==> config.mk <==
export PLATFORM = sky130hd
export DESIGN_NAME = uart_rx_param
export DESIGN_NICKNAME = d
export VERILOG_FILES = /design/src/rtl/uart_pkg.sv /design/src/rtl/uart_rx_filter.sv /design/src/rtl/uart_rx_param.sv
export SDC_FILE = /design/constraint.sdc
export NUM_CORES = 1
export LEC_CHECK = 0
export BUFFER_PORTS_ARGS = -buffer_cell sky130_fd_sc_hd__buf_2
export CELL_PAD_IN_SITES_DETAIL_PLACEMENT = 2
export CELL_PAD_IN_SITES_GLOBAL_PLACEMENT = 2
export CORE_MARGIN = 8
export CORE_UTILIZATION = 40
export DETAILED_ROUTE_END_ITERATION = 6
export MAX_ROUTING_LAYER = met4
export PLACE_DENSITY_LB_ADDON = 0.1
export SLEW_MARGIN = 20
export SYNTH_ARGS = -nofsm -noshare
export SYNTH_HDL_FRONTEND = slang
export SYNTH_SLANG_ARGS = --single-unit
==> constraint.sdc <==
create_clock -name sys_clk -period 3.93 [get_ports sys_clk]
set_input_delay 0.5895 -clock sys_clk [delete_from_list [all_inputs] [get_ports sys_clk]]
set_output_delay 0.5895 -clock sys_clk [all_outputs]
set_load 0.05 [all_outputs]
==> src/rtl/uart_pkg.sv <==
// ---------------------------------------------------------------------------
// uart_pkg
// Shared definitions for the parametrised UART receiver:
//   - parity-mode constants
//   - receiver FSM state encoding
//   - baud divisor helper
// ---------------------------------------------------------------------------
package uart_pkg;

    localparam int PAR_NONE = 0;
    localparam int PAR_ODD  = 1;
    localparam int PAR_EVEN = 2;

    typedef enum logic [2:0] {
        ST_IDLE  = 3'd0,
        ST_START = 3'd1,
        ST_DATA  = 3'd2,
        ST_PAR   = 3'd3,
        ST_STOP  = 3'd4
    } rx_state_t;

    // Number of system clocks per bit period.
    function automatic int baud_cnt_max(input int clk_freq, input int uart_bps);
        return clk_freq / uart_bps;
    endfunction

endpackage

==> src/rtl/uart_rx_filter.sv <==
// ---------------------------------------------------------------------------
// uart_rx_filter
// Input conditioning for the UART receiver: synchroniser, 3-sample history
// with majority vote, and falling-edge detect on the synchronised line.
//
// Ports:
//   sys_clk    in   system clock
//   sys_rst    in   asynchronous active-high reset
//   rx         in   raw asynchronous serial input (idles high)
//   bit_val    out  majority of the last three synchronised samples
//   fall_edge  out  synchronised line is 0 now and was 1 one cycle earlier
// ---------------------------------------------------------------------------
module uart_rx_filter #(
    parameter int SYNC_STAGES = 2
) (
    input  logic sys_clk,
    input  logic sys_rst,
    input  logic rx,
    output logic bit_val,
    output logic fall_edge
);

    logic [SYNC_STAGES-1:0] sync_p0;
    logic [2:0]             hist_p1;

    function automatic logic majority3(input logic [2:0] s);
        return (s[0] & s[1]) | (s[0] & s[2]) | (s[1] & s[2]);
    endfunction

    // Stage p0: synchroniser chain; stage p1: sample history
    always_ff @(posedge sys_clk or posedge sys_rst) begin
        if (sys_rst) begin
            sync_p0 <= '1;
            hist_p1 <= 3'b111;
        end else begin
            sync_p0 <= {sync_p0[SYNC_STAGES-2:0], rx};
            hist_p1 <= {hist_p1[1:0], sync_p0[SYNC_STAGES-1]};
        end
    end

    assign bit_val   = majority3(hist_p1);
    // hist_p1[0] holds the previous value of the last synchroniser stage.
    assign fall_edge = ~sync_p0[SYNC_STAGES-1] & hist_p1[0];

endmodule

==> src/rtl/uart_rx_param.sv <==
// ---------------------------------------------------------------------------
// uart_rx_param
// Parametrised UART receiver: configurable data width, optional odd/even
// parity, 1 or 2 stop bits, majority-voted mid-bit sampling, false-start
// rejection and per-frame parity/framing error flags.
//
// Ports:
//   sys_clk     in   system clock, rising edge
//   sys_rst     in   asynchronous active-high reset
//   rx          in   asynchronous serial input (idles high)
//   po_data     out  received word, LSB received first; held between frames
//   po_flag     out  one-cycle strobe qualifying po_data and the error flags
//   parity_err  out  parity mismatch for this frame (pulses with po_flag)
//   frame_err   out  a stop bit was sampled low (pulses with po_flag)
//   busy        out  receiver is not idle
// ---------------------------------------------------------------------------
module uart_rx_param
    import uart_pkg::*;
#(
    parameter int CLK_FREQ    = 50_000_000,
    parameter int UART_BPS    = 9600,
    parameter int DATA_BITS   = 8,
    parameter int PARITY      = 0,
    parameter int STOP_BITS   = 1,
    parameter int SYNC_STAGES = 2
) (
    input  logic                 sys_clk,
    input  logic                 sys_rst,
    input  logic                 rx,
    output logic [DATA_BITS-1:0] po_data,
    output logic                 po_flag,
    output logic                 parity_err,
    output logic                 frame_err,
    output logic                 busy
);

    localparam int BAUD_CNT_MAX = baud_cnt_max(CLK_FREQ, UART_BPS);
    localparam int HALF         = BAUD_CNT_MAX / 2;
    localparam int CNT_W        = (BAUD_CNT_MAX > 2) ? $clog2(BAUD_CNT_MAX) : 1;

    localparam logic [CNT_W-1:0] CNT_LAST   = CNT_W'(BAUD_CNT_MAX - 1);
    localparam logic [CNT_W-1:0] CNT_STROBE = CNT_W'(HALF - 1);
    localparam logic [3:0]       LAST_BIT   = 4'(DATA_BITS - 1);
    localparam logic             STOP_LAST  = 1'(STOP_BITS - 1);

    rx_state_t              state;
    logic [CNT_W-1:0]       baud_cnt;
    logic [3:0]             bit_idx;
    logic                   stop_idx;
    logic                   par_err_acc;
    logic                   frame_acc;
    logic [DATA_BITS-1:0]   shift_p1;
    logic                   bit_val;
    logic                   fall_edge;
    logic                   strobe;

    uart_rx_filter #(
        .SYNC_STAGES (SYNC_STAGES)
    ) u_filter (
        .sys_clk   (sys_clk),
        .sys_rst   (sys_rst),
        .rx        (rx),
        .bit_val   (bit_val),
        .fall_edge (fall_edge)
    );

    // Expected-vs-received parity check; never flags when parity is off.
    function automatic logic parity_mismatch(input logic [DATA_BITS-1:0] d,
                                             input logic                 pbit);
        logic x;
        x = (^d) ^ pbit;
        if (PARITY == PAR_ODD)
            return ~x;
        else if (PARITY == PAR_EVEN)
            return x;
        else
            return 1'b0;
    endfunction

    assign strobe = (baud_cnt == CNT_STROBE);
    assign busy   = (state != ST_IDLE);

    // Stage p1: data shift register (datapath, not reset)
    always_ff @(posedge sys_clk) begin
        if (state == ST_DATA && strobe)
            shift_p1 <= {bit_val, shift_p1[DATA_BITS-1:1]};
    end

    // Stage p2: control FSM, baud/bit counters and output registers
    always_ff @(posedge sys_clk or posedge sys_rst) begin
        if (sys_rst) begin
            state       <= ST_IDLE;
            baud_cnt    <= '0;
            bit_idx     <= '0;
            stop_idx    <= 1'b0;
            par_err_acc <= 1'b0;
            frame_acc   <= 1'b0;
            po_data     <= '0;
            po_flag     <= 1'b0;
            parity_err  <= 1'b0;
            frame_err   <= 1'b0;
        end else begin
            po_flag    <= 1'b0;
            parity_err <= 1'b0;
            frame_err  <= 1'b0;

            if (state == ST_IDLE)
                baud_cnt <= '0;
            else if (baud_cnt == CNT_LAST)
                baud_cnt <= '0;
            else
                baud_cnt <= baud_cnt + 1'b1;

            case (state)
                ST_IDLE: begin
                    if (fall_edge)
                        state <= ST_START;
                end
                ST_START: begin
                    if (strobe) begin
                        if (bit_val) begin
                            // Line back high at mid start bit: glitch, not a frame.
                            state    <= ST_IDLE;
                            baud_cnt <= '0;
                        end else begin
                            state       <= ST_DATA;
                            bit_idx     <= '0;
                            par_err_acc <= 1'b0;
                            frame_acc   <= 1'b0;
                        end
                    end
                end
                ST_DATA: begin
                    if (strobe) begin
                        if (bit_idx == LAST_BIT) begin
                            state    <= (PARITY != PAR_NONE) ? ST_PAR : ST_STOP;
                            stop_idx <= 1'b0;
                        end else begin
                            bit_idx <= bit_idx + 4'd1;
                        end
                    end
                end
                ST_PAR: begin
                    if (strobe) begin
                        par_err_acc <= parity_mismatch(shift_p1, bit_val);
                        state       <= ST_STOP;
                    end
                end
                ST_STOP: begin
                    if (strobe) begin
                        if (stop_idx == STOP_LAST) begin
                            // Leave at mid stop bit so an immediately following
                            // start edge is still caught.
                            state      <= ST_IDLE;
                            baud_cnt   <= '0;
                            po_flag    <= 1'b1;
                            po_data    <= shift_p1;
                            parity_err <= par_err_acc;
                            frame_err  <= frame_acc | ~bit_val;
                        end else begin
                            stop_idx  <= 1'b1;
                            frame_acc <= frame_acc | ~bit_val;
                        end
                    end
                end
                default: state <= ST_IDLE;
            endcase
        end
    end

endmodule

==> flow_metrics.tcl <==
set metrics [dict create \
    drc 0 \
    clock_skew_ps 6.12 \
    placed_cell_area_mm2 0.00205 \
    start_util_pct 41.1 \
    gp_congestion 0.769 \
    syn_inst 157 \
    diodes 0 \
    r2r_cells 3 \
    syn_area_per_cell_um2 12.3 \
    setup_tns_ps 0 \
    grt_start_max_net_pins 25 \
    r2r_slack_ps 1770 \
    grt_pass1_wl_mm 7.51 \
    endpoint_kind "output pin" \
    yosys-top-cells-count "dfrtp_1 (31), nor2_1 (19), inv_1 (11), nand3_1 (9), xnor2_1 (9)" \
    clkLatencyLatePin_ps 300 \
    yosys.area.top_type "dfrtp_1" \
    grt_usage_pct 13.7 \
    endpoint "busy" \
    setup_violations 0 \
    cts_root_buf "clkbuf_8" \
    worstPathArrival_ps 1660 \
    die_area_mm2 0.00731 \
    ioPinCount 15 \
    critPathRequiredTime_ps 3340 \
    max_slew_margin_pct 35.8 \
    critPathBufInv 1 \
    r2r-start "baud_cnt[7]" \
    post_cts_buffers 0 \
    critPathSlowestCell "dfrtp_1" \
    worstSetupPathType "reg -> out" \
    fmax_ghz 0.446 \
    synth_warnings 0 \
    min_path_type "reg -> reg" \
    dp_hpwl_mm 3.24 \
    drive_above_1_share_pct 26.0 \
    cts.sinks 44 \
    cts_buffers 5 \
    cts_max_level 2 \
    layout.nets 181 \
    cts_resized 0 \
    max_stage_delay_ps 470 \
    ys_seq_area_share_pct 59.4 \
    grt_overflow_total 0 \
    die_w_um 85.5 \
    rsz0062_at_grt "false" \
    final.min_clock_period_ps 2240 \
    cp.depth 3 \
    place_ws_ps 1350 \
    cts_tree "built" \
    startpoint_type "register" \
    clkTransAtPathRegs_ps 90 \
    synth_cell_types 39 \
    synth_nets 162 \
    synth_top_area_share_pct 40.2 \
    postCtsHoldBufs 0 \
    yosys-top-cells-area "dfrtp_1 (40%), edfxtp_1 (12%), dfstp_2 (6.8%)" \
    synth_edf_count 8 \
    core_area_mm2 0.00469 \
    vdd_drop_max_v 0.000195 \
    finalCritPeriodShare_pct 57.1 \
    tightest_slew_ps 962 \
    io_buffers 13 \
    rows 25 \
    vias_per_cell 5.41 \
    dr.pass1.iters 3 \
    worstPathMaxFanout 7 \
    r2r_end "shift_p1[2]" \
    clockBufferDepth 2 \
    yosysMostFrequentCell "dfrtp_1" \
    outcome "completed" \
    async_flop_share_pct 81.8 \
    maxCapViolCount 0 \
    p_leak_nw 0.942 \
    crit_path_cell_trace "nor2_1, nand2_1, buf_2" \
    drt_iter0_markers 42 \
    critPathTopFamily "simple AND/OR/NAND/NOR gates" \
    finalWorstSetupSlack_ps 1690 \
    dieHeight_um 85.5 \
    syn-cell-area_mm2 0.00193 \
    postLayoutCellArea_mm2 0.00217 \
    synth_ff_type "dfrtp_1" \
    routed_wl_mm 4.37 \
    antenna_found_initial 0 \
    power_density_mw_per_mm2 476 \
    area_growth_syn_to_layout_pct 12.6 \
    hold_violations 0 \
    crit_start "state[1]" \
    synth_seq_cells 44 \
    wl_per_cell_um 18.9 \
    vias 1250 \
    slew_viol_final 0 \
    ant_nets 0 \
    grt_pass1_vias 1447 \
]
-- cells by family (layout without fill, tap and decap cells) --
kind of cell	after synthesis	count (layout)	share of synthesized area [%]
xor+xnor	11	11	4.99
mux	10	10	5.70
flops	44	44	59.4
other cells	1	1	0.194
buf+inv	14	34	3.69
simple gates	61	61	19.3
fa+ha+maj	3	3	1.88
compound gates	13	13	4.80
-- flip-flops by register name (all words and copies together), names as in the netlist --
| register | count |
|---|---|
| po_flag | 1 |
| bit_idx | 4 |
| shift_p1 | 8 |
| po_data | 8 |
| u_filter.sync_p0 | 2 |
| baud_cnt | 13 |
| state | 3 |
| frame_err | 1 |
| u_filter.hist_p1 | 3 |
| frame_acc | 1 |
-- worst register-to-register path, delay by kind of cell (launching register included) --
kind             cells  cell delay [ps]
flip-flops           1              480
AND/OR/NAND/NOR      3             1330
-- worst min-delay path by stage --
stage | start | end | depth (start not counted)
after detailed placement | u_filter.sync_p0[0] | u_filter.sync_p0[1] | 0
final | u_filter.sync_p0[0] | u_filter.sync_p0[1] | 0
after global routing | rx | u_filter.sync_p0[0] | 1
after floorplan | u_filter.sync_p0[0] | u_filter.sync_p0[1] | 0
after global placement | u_filter.sync_p0[0] | u_filter.sync_p0[1] | 0
after CTS | rx | u_filter.sync_p0[0] | 1
-- through the flow --
step | cells | power (mW) | util [%] | hold WS [ps]
2_1_floorplan | 157 | 0.628 | - | 345
3_3_place_gp | 223 | 0.659 | 43.7 | 351
3_5_place_dp | 223 | 0.671 | 43.7 | 352
4_1_cts | 231 | 1.05 | 46.2 | 362
5_1_grt | 231 | 1.09 | 46.3 | 358
6_report | 231 | 1.04 | 46.3 | 364
-- layout by cell type, fill, tap and decap left out, drive strengths merged, types with 3 or more instances in the layout --
cell type / netlist / routed
a21oi: 5 / 5
and2: 3 / 3
buf: 3 / 15
clkbuf: 0 / 6
dfrtp: 31 / 31
dfstp: 5 / 5
edfxtp: 8 / 8
inv: 11 / 11
mux2: 8 / 8
nand2: 7 / 7
nand3: 10 / 10
nand4: 4 / 4
nor2: 19 / 19
nor3: 5 / 5
nor4bb: 3 / 3
o21ai: 3 / 3
xnor2: 9 / 9
-- area by class of cell --
cell class / instances / area [um^2]
Inverter: 11 / 41.3
Timing Repair Buffer: 15 / 80.1
Clock inverter: 2 / 38.8
Clock buffer: 6 / 82.6
Multi-Input combinational cell: 99 / 717
Tap cell: 54 / 67.6
Sequential cell: 44 / 1150
Fill cell: 497 / 2520
-- routing by layer --
layer,vias up,wire (um),share of wire (%),global-route usage [%]
li1,583,-,-,-
met5,-,0,0,-
met2,16,2270,52,23.1
met1,646,1890,43,15.1
met4,0,38,0.87,4.30
met3,5,176,4.0,4.44
-- report_power, final --
group / switching, mW / leakage, nW / total, mW / internal [mW]
registers: 0.0384 / 0.547 / 0.531 / 0.493
clock network: 0.163 / 0.0614 / 0.371 / 0.208
logic: 0.0811 / 0.333 / 0.132 / 0.0512
(Power assumes the default switching activity.)
